File: src/rtl/rotate_stage_ctrl_pkg.sv
// Shared definitions for the rho (lane-rotate) stage: FSM encodings, lane count
// and the fixed per-lane rotation offsets.
package rotate_stage_ctrl_pkg;

    typedef enum logic [2:0] {
        StIdle  = 3'd0,
        StRead  = 3'd1,
        StLatch = 3'd2,
        StWrite = 3'd3,
        StKick  = 3'd4,
        StWaitP = 3'd5
    } state_e;

    localparam int unsigned NUM_LANES = 25;
    localparam int unsigned ROT_AMT_W = 6;

    // Rho offset for lane index x + 5*y, before reduction modulo the lane width
    function automatic int unsigned rho_off(input logic [4:0] idx);
        int unsigned r;
        case (idx)
            5'd0:    r = 0;
            5'd1:    r = 1;
            5'd2:    r = 62;
            5'd3:    r = 28;
            5'd4:    r = 27;
            5'd5:    r = 36;
            5'd6:    r = 44;
            5'd7:    r = 6;
            5'd8:    r = 55;
            5'd9:    r = 20;
            5'd10:   r = 3;
            5'd11:   r = 10;
            5'd12:   r = 43;
            5'd13:   r = 25;
            5'd14:   r = 39;
            5'd15:   r = 41;
            5'd16:   r = 45;
            5'd17:   r = 15;
            5'd18:   r = 21;
            5'd19:   r = 8;
            5'd20:   r = 18;
            5'd21:   r = 2;
            5'd22:   r = 61;
            5'd23:   r = 56;
            5'd24:   r = 14;
            default: r = 0;
        endcase
        return r;
    endfunction

endpackage

File: src/rtl/rotate_stage_ctrl_lane_rotl.sv
// Combinational barrel rotate-left of one lane by a 6-bit amount.
module rotate_stage_ctrl_lane_rotl
    import rotate_stage_ctrl_pkg::*;
#(
    parameter int unsigned LANE_W = 64
) (
    input  logic [LANE_W-1:0]    i_data,
    input  logic [ROT_AMT_W-1:0] i_amt,
    output logic [LANE_W-1:0]    o_data
);

    // Rotate by a fixed distance; a zero distance passes the lane through
    function automatic logic [LANE_W-1:0] rotl_by(input logic [LANE_W-1:0] v,
                                                  input int unsigned s);
        if (s == 0) begin
            return v;
        end
        return (v << s) | (v >> (LANE_W - s));
    endfunction

    logic [LANE_W-1:0] w_stage [ROT_AMT_W+1];

    // One stage per amount bit, each rotating by 2^k (reduced modulo the lane width)
    always_comb begin
        w_stage[0] = i_data;
        for (int k = 0; k < ROT_AMT_W; k++) begin
            if (i_amt[k]) begin
                w_stage[k+1] = rotl_by(w_stage[k], (32'd1 << k) % LANE_W);
            end else begin
                w_stage[k+1] = w_stage[k];
            end
        end
    end

    assign o_data = w_stage[ROT_AMT_W];

endmodule

File: src/rtl/rotate_stage_ctrl.sv
// Rho stage controller: walks the 25 state lanes, rotating each in place, then
// hands off to the permute stage and waits for it to finish.
module rotate_stage_ctrl
    import rotate_stage_ctrl_pkg::*;
#(
    parameter int unsigned LANE_W = 64,
    parameter int unsigned ADDR_W = 5
) (
    input  logic              i_clk,
    input  logic              i_rst_n,
    input  logic              i_start,
    input  logic [LANE_W-1:0] i_mem_rdata,
    input  logic              i_permute_done,
    output logic [ADDR_W-1:0] o_mem_addr,
    output logic              o_mem_rd,
    output logic              o_mem_wr,
    output logic [LANE_W-1:0] o_mem_wdata,
    output logic              o_permute_start,
    output logic              o_done
);

    localparam logic [ADDR_W-1:0] LastIdx = ADDR_W'(NUM_LANES - 1);

    state_e              r_state;
    state_e              w_state_d;
    logic [ADDR_W-1:0]   r_idx;
    logic [ADDR_W-1:0]   w_idx_d;
    logic [LANE_W-1:0]   r_lane_q;
    logic [LANE_W-1:0]   w_lane_d;
    logic [ROT_AMT_W-1:0] w_rot_amt;
    logic [LANE_W-1:0]   w_rotated;

    assign w_rot_amt = ROT_AMT_W'(rho_off(5'(r_idx)) % LANE_W);

    rotate_stage_ctrl_lane_rotl #(
        .LANE_W (LANE_W)
    ) u_lane_rotl (
        .i_data (r_lane_q),
        .i_amt  (w_rot_amt),
        .o_data (w_rotated)
    );

    // Next-state, lane index and lane holding register updates
    always_comb begin
        w_state_d = r_state;
        w_idx_d   = r_idx;
        w_lane_d  = r_lane_q;
        unique case (r_state)
            StIdle: begin
                if (i_start) begin
                    w_state_d = StRead;
                    w_idx_d   = '0;
                end
            end
            StRead: begin
                w_state_d = StLatch;
            end
            StLatch: begin
                w_lane_d  = i_mem_rdata;
                w_state_d = StWrite;
            end
            StWrite: begin
                if (r_idx == LastIdx) begin
                    w_state_d = StKick;
                end else begin
                    w_idx_d   = r_idx + ADDR_W'(1);
                    w_state_d = StRead;
                end
            end
            StKick: begin
                w_state_d = StWaitP;
            end
            StWaitP: begin
                if (i_permute_done) begin
                    w_state_d = StIdle;
                end
            end
            default: begin
                w_state_d = StIdle;
            end
        endcase
    end

    // Output decode straight from the current state
    always_comb begin
        o_mem_addr      = '0;
        o_mem_rd        = 1'b0;
        o_mem_wr        = 1'b0;
        o_mem_wdata     = '0;
        o_permute_start = 1'b0;
        o_done          = 1'b0;
        unique case (r_state)
            StIdle: begin
                o_done = 1'b1;
            end
            StRead: begin
                o_mem_rd   = 1'b1;
                o_mem_addr = r_idx;
            end
            StWrite: begin
                o_mem_wr    = 1'b1;
                o_mem_addr  = r_idx;
                o_mem_wdata = w_rotated;
            end
            StKick: begin
                o_permute_start = 1'b1;
            end
            default: begin
            end
        endcase
    end

    // State registers; reset aborts any pass in flight without touching memory
    always_ff @(posedge i_clk or negedge i_rst_n) begin
        if (!i_rst_n) begin
            r_state  <= StIdle;
            r_idx    <= '0;
            r_lane_q <= '0;
        end else begin
            r_state  <= w_state_d;
            r_idx    <= w_idx_d;
            r_lane_q <= w_lane_d;
        end
    end

endmodule

File: config.mk
export PLATFORM = sky130hd
export DESIGN_NAME = rotate_stage_ctrl
export DESIGN_NICKNAME = d
export VERILOG_FILES = /design/src/rtl/rotate_stage_ctrl_pkg.sv /design/src/rtl/rotate_stage_ctrl_lane_rotl.sv /design/src/rtl/rotate_stage_ctrl.sv
export SDC_FILE = /design/constraint.sdc
export NUM_CORES = 1
export LEC_CHECK = 0
export BUFFER_PORTS_ARGS = -buffer_cell sky130_fd_sc_hd__buf_2
export CORE_AREA = 2 2 149 151
export DETAILED_ROUTE_END_ITERATION = 10
export DIE_AREA = 0 0 151 153
export GPL_ROUTABILITY_DRIVEN = 0
export SLEW_MARGIN = 20
export SYNTH_ARGS = -nofsm -noshare
export SYNTH_HDL_FRONTEND = slang
export SYNTH_SLANG_ARGS = --single-unit
File: constraint.sdc
create_clock -name i_clk -period 3.7 [get_ports i_clk]
set_clock_uncertainty 0.15 [all_clocks]
set_input_delay 0 -clock i_clk [delete_from_list [all_inputs] [get_ports i_clk]]
set_output_delay 0 -clock i_clk [all_outputs]
set_load 0.01 [all_outputs]
==> impl_metrics.toml <==
[die]
ios = 141
start_util_pct = 44.2
die-area_mm2 = 0.0231
die_w_um = 151
core-area_mm2 = 0.0215
die_height_um = 153
rows = 54

[cts]
clock_sink_count = 72
cts_tree = "yes"
cts_root_buffer = "clkbuf_16"
clk_pin_slew_ps = 60
max-clock-path-buffers = 2
htree_levels = 3
cts_buffers = 9
clk_latency_ps = 340

[setup_path]
slowest_delay_ps = 470
cp_max_fo = 8
path_buf_inv = 3
critPathArrivalTime_ps = 3700
worstPathCellList = "ha_2 -> mux2_2 -> or3b_4 -> nand3_4 -> buf_4 -> buf_8 -> mux2_4 -> a221o_1 -> a222oi_1 -> o22ai_1 -> buf_2"
critPathTopFamily = "compound AO/OA/AOI/OAI gates"
cp.required_ps = 3550
worst_setup_path_start_kind = "register"
crit_type = "reg2out"
crit_path_end_kind = "output pin"
slowest_stage = "dfrtp_2"

[min_path]
hold_path_class = "in2async"

[sta]
fin_crit_sh_pct = 104
tightest_slew_ps = 938
hold_viol_final = 0
rsz0062_at_grt = "true"
min_period_ps = 3850
drv_slew = 0
postLayoutSetupSlackWorst_ps = -153
maxSlewHeadroom_pct = 37.5
setup_viol = 38
fmax_mhz = 260

[global_route]
overflow = 0
grt_first_pass_wirelength_um = 66200
antenna_found_initial = 0
track_usage_pct = 36.6
grt_pass1_vias = 11500
grt_max_degree = 104

[place]
dp_hpwl_um = 30900
port_buffers = 140
dp.cells = 1634

[drt]
route.vias.total = 12500
wl_um = 43900
route.detailed.drc = 0
vias_per_cell = 7.09
first_pass_iters = 7
routedWlPerCell_um = 24.9
ant_nets = 0
dr.first_iter.drc_count = 1912

[finish]
fillers = 1870
finalNonFillerCells = 1767
syn_to_final_growth_pct = 41.8
antenna_cells = 0
final_nets = 1558
drive_gt1_share_pct = 38.6

[synthesis]
syn_inst = 1227
ys_top_cells_by_count = "nand2_1 (106), mux2_2 (81), clkbuf_1 (73)"
synth_async_sr_flop_share_pct = 100
syn-cell-area_mm2 = 0.00950
ys_ff_latch = 72
yosysWarnings = 0
synth_most_common_cell = "nand2_1"
synth-edff-count = 0
synth_fp_nets = 1302
yosysTopAreaCellShare_pct = 19.0
avgSynthCellArea_um2 = 7.74
ys_types = 73
ys_top_cells_by_area = "dfrtp_1 (19%), mux2_2 (9.6%), mux2i_1 (4.8%), o22ai_1 (4.6%), nand4_1 (4.3%)"
synth-main-ff-cell = "dfrtp_1"
synth-seq-area-share_pct = 19.0
synth_top_area_cell = "dfrtp_1"

[run_status]
violations = "negative setup slack"
run_status = "finished with violations"

[flow_run]
maxCapViolCount = 0
==> registers in the layout, summed over array words and instances, names as in the netlist <==
| name | count |
|---|---|
| r_idx | 5 |
| r_lane_q | 64 |
| r_state | 3 |
==> placed cells by master, fill, tap and decap left out, types with 10 or more instances in the layout <==
master,instances
buf_4,146
buf_2,139
nand2_1,105
dfrtp_1,69
dlygate4sd3_1,68
mux2_2,65
nand4_1,65
o22ai_1,65
nor2_1,61
o211ai_1,54
o21ai_0,52
inv_1,43
nand3_1,43
mux2i_1,29
o2111ai_1,26
a21oi_1,26
nor3_1,21
mux2_4,21
a22oi_1,19
a32oi_1,18
o311ai_1,14
o311ai_2,13
o31ai_1,12
o2111ai_2,12
a221oi_2,11
buf_12,11
buf_6,11
a222oi_1,10
==> per-stage QoR <==
stage               setup slack (ps)  TNS (ps)  hold WS (ps)  util (%)  area, um^2
finish                          -153     -2710           167      62.7       13500
global route                    -261     -6530           242      62.7       13500
CTS                            -92.1      -151           217      58.1       12500
detailed placement              -129      -485          37.9      51.3       11000
global placement                39.0         0          28.9      51.3       11000
floorplan                        316         0          -446         -        9500
==> timing repair <==
action / 4_1_cts / 5_1_grt
cloned: 2 / 0
gates resized for setup: 74 / 157
endpoints found under the setup margin: 64 / 64
hold buffers: 68 / 0
pin swaps: 31 / 45
hold endpoints to repair: 142 / 0
buffers inserted: 20 / 30
==> kinds of logic (layout without fill, tap and decap cells) <==
family	count (synthesis)	count (layout)	synth area share (%)
flops	72	72	19.0
fa+ha+maj	7	7	0.922
simple gates	356	356	18.4
buf+inv	180	440	7.98
compound gates	472	472	37.4
mux	137	137	16.1
xor+xnor	3	3	0.277
==> final timing paths <==
path	end	cells after the start	start	slack (ps)
min	r_idx[4]	2	i_rst_n	170
max reg2reg	r_idx[4]	6	r_state[0]	1620
max in group asynchronous	r_lane_q[28]	2	i_rst_n	2600
min reg2reg	r_lane_q[54]	1	r_lane_q[54]	450
max	o_mem_wdata[24]	11	r_idx[0]	-150
min in group i_clk	r_lane_q[17]	4	i_mem_rdata[17]	230
==> routing by layer <==
metal | GRT usage [%] | part of all wire [%] | vias up
li1 | - | - | 5456
met1 | 47.6 | 38 | 5933
met2 | 56.9 | 44 | 919
met3 | 9.01 | 11 | 214
met4 | 17.0 | 6.2 | 0
met5 | 0 | 0 | -
==> final cells by class <==
| class | count | area, um^2 | share of cell area, % |
|---|---|---|---|
| Clock inverter | 6 | 67.6 | 0.502 |
| Tap cell | 280 | 350 | 2.60 |
| Sequential cell | 72 | 1810 | 13.4 |
| Clock buffer | 9 | 225 | 1.67 |
| Inverter | 45 | 171 | 1.27 |
| Timing Repair Buffer | 380 | 2920 | 21.7 |
| Multi-Input combinational cell | 975 | 7930 | 58.9 |
Power is not shown: default switching activity piles up to over one toggle a cycle in this logic, so the estimate is an artifact.
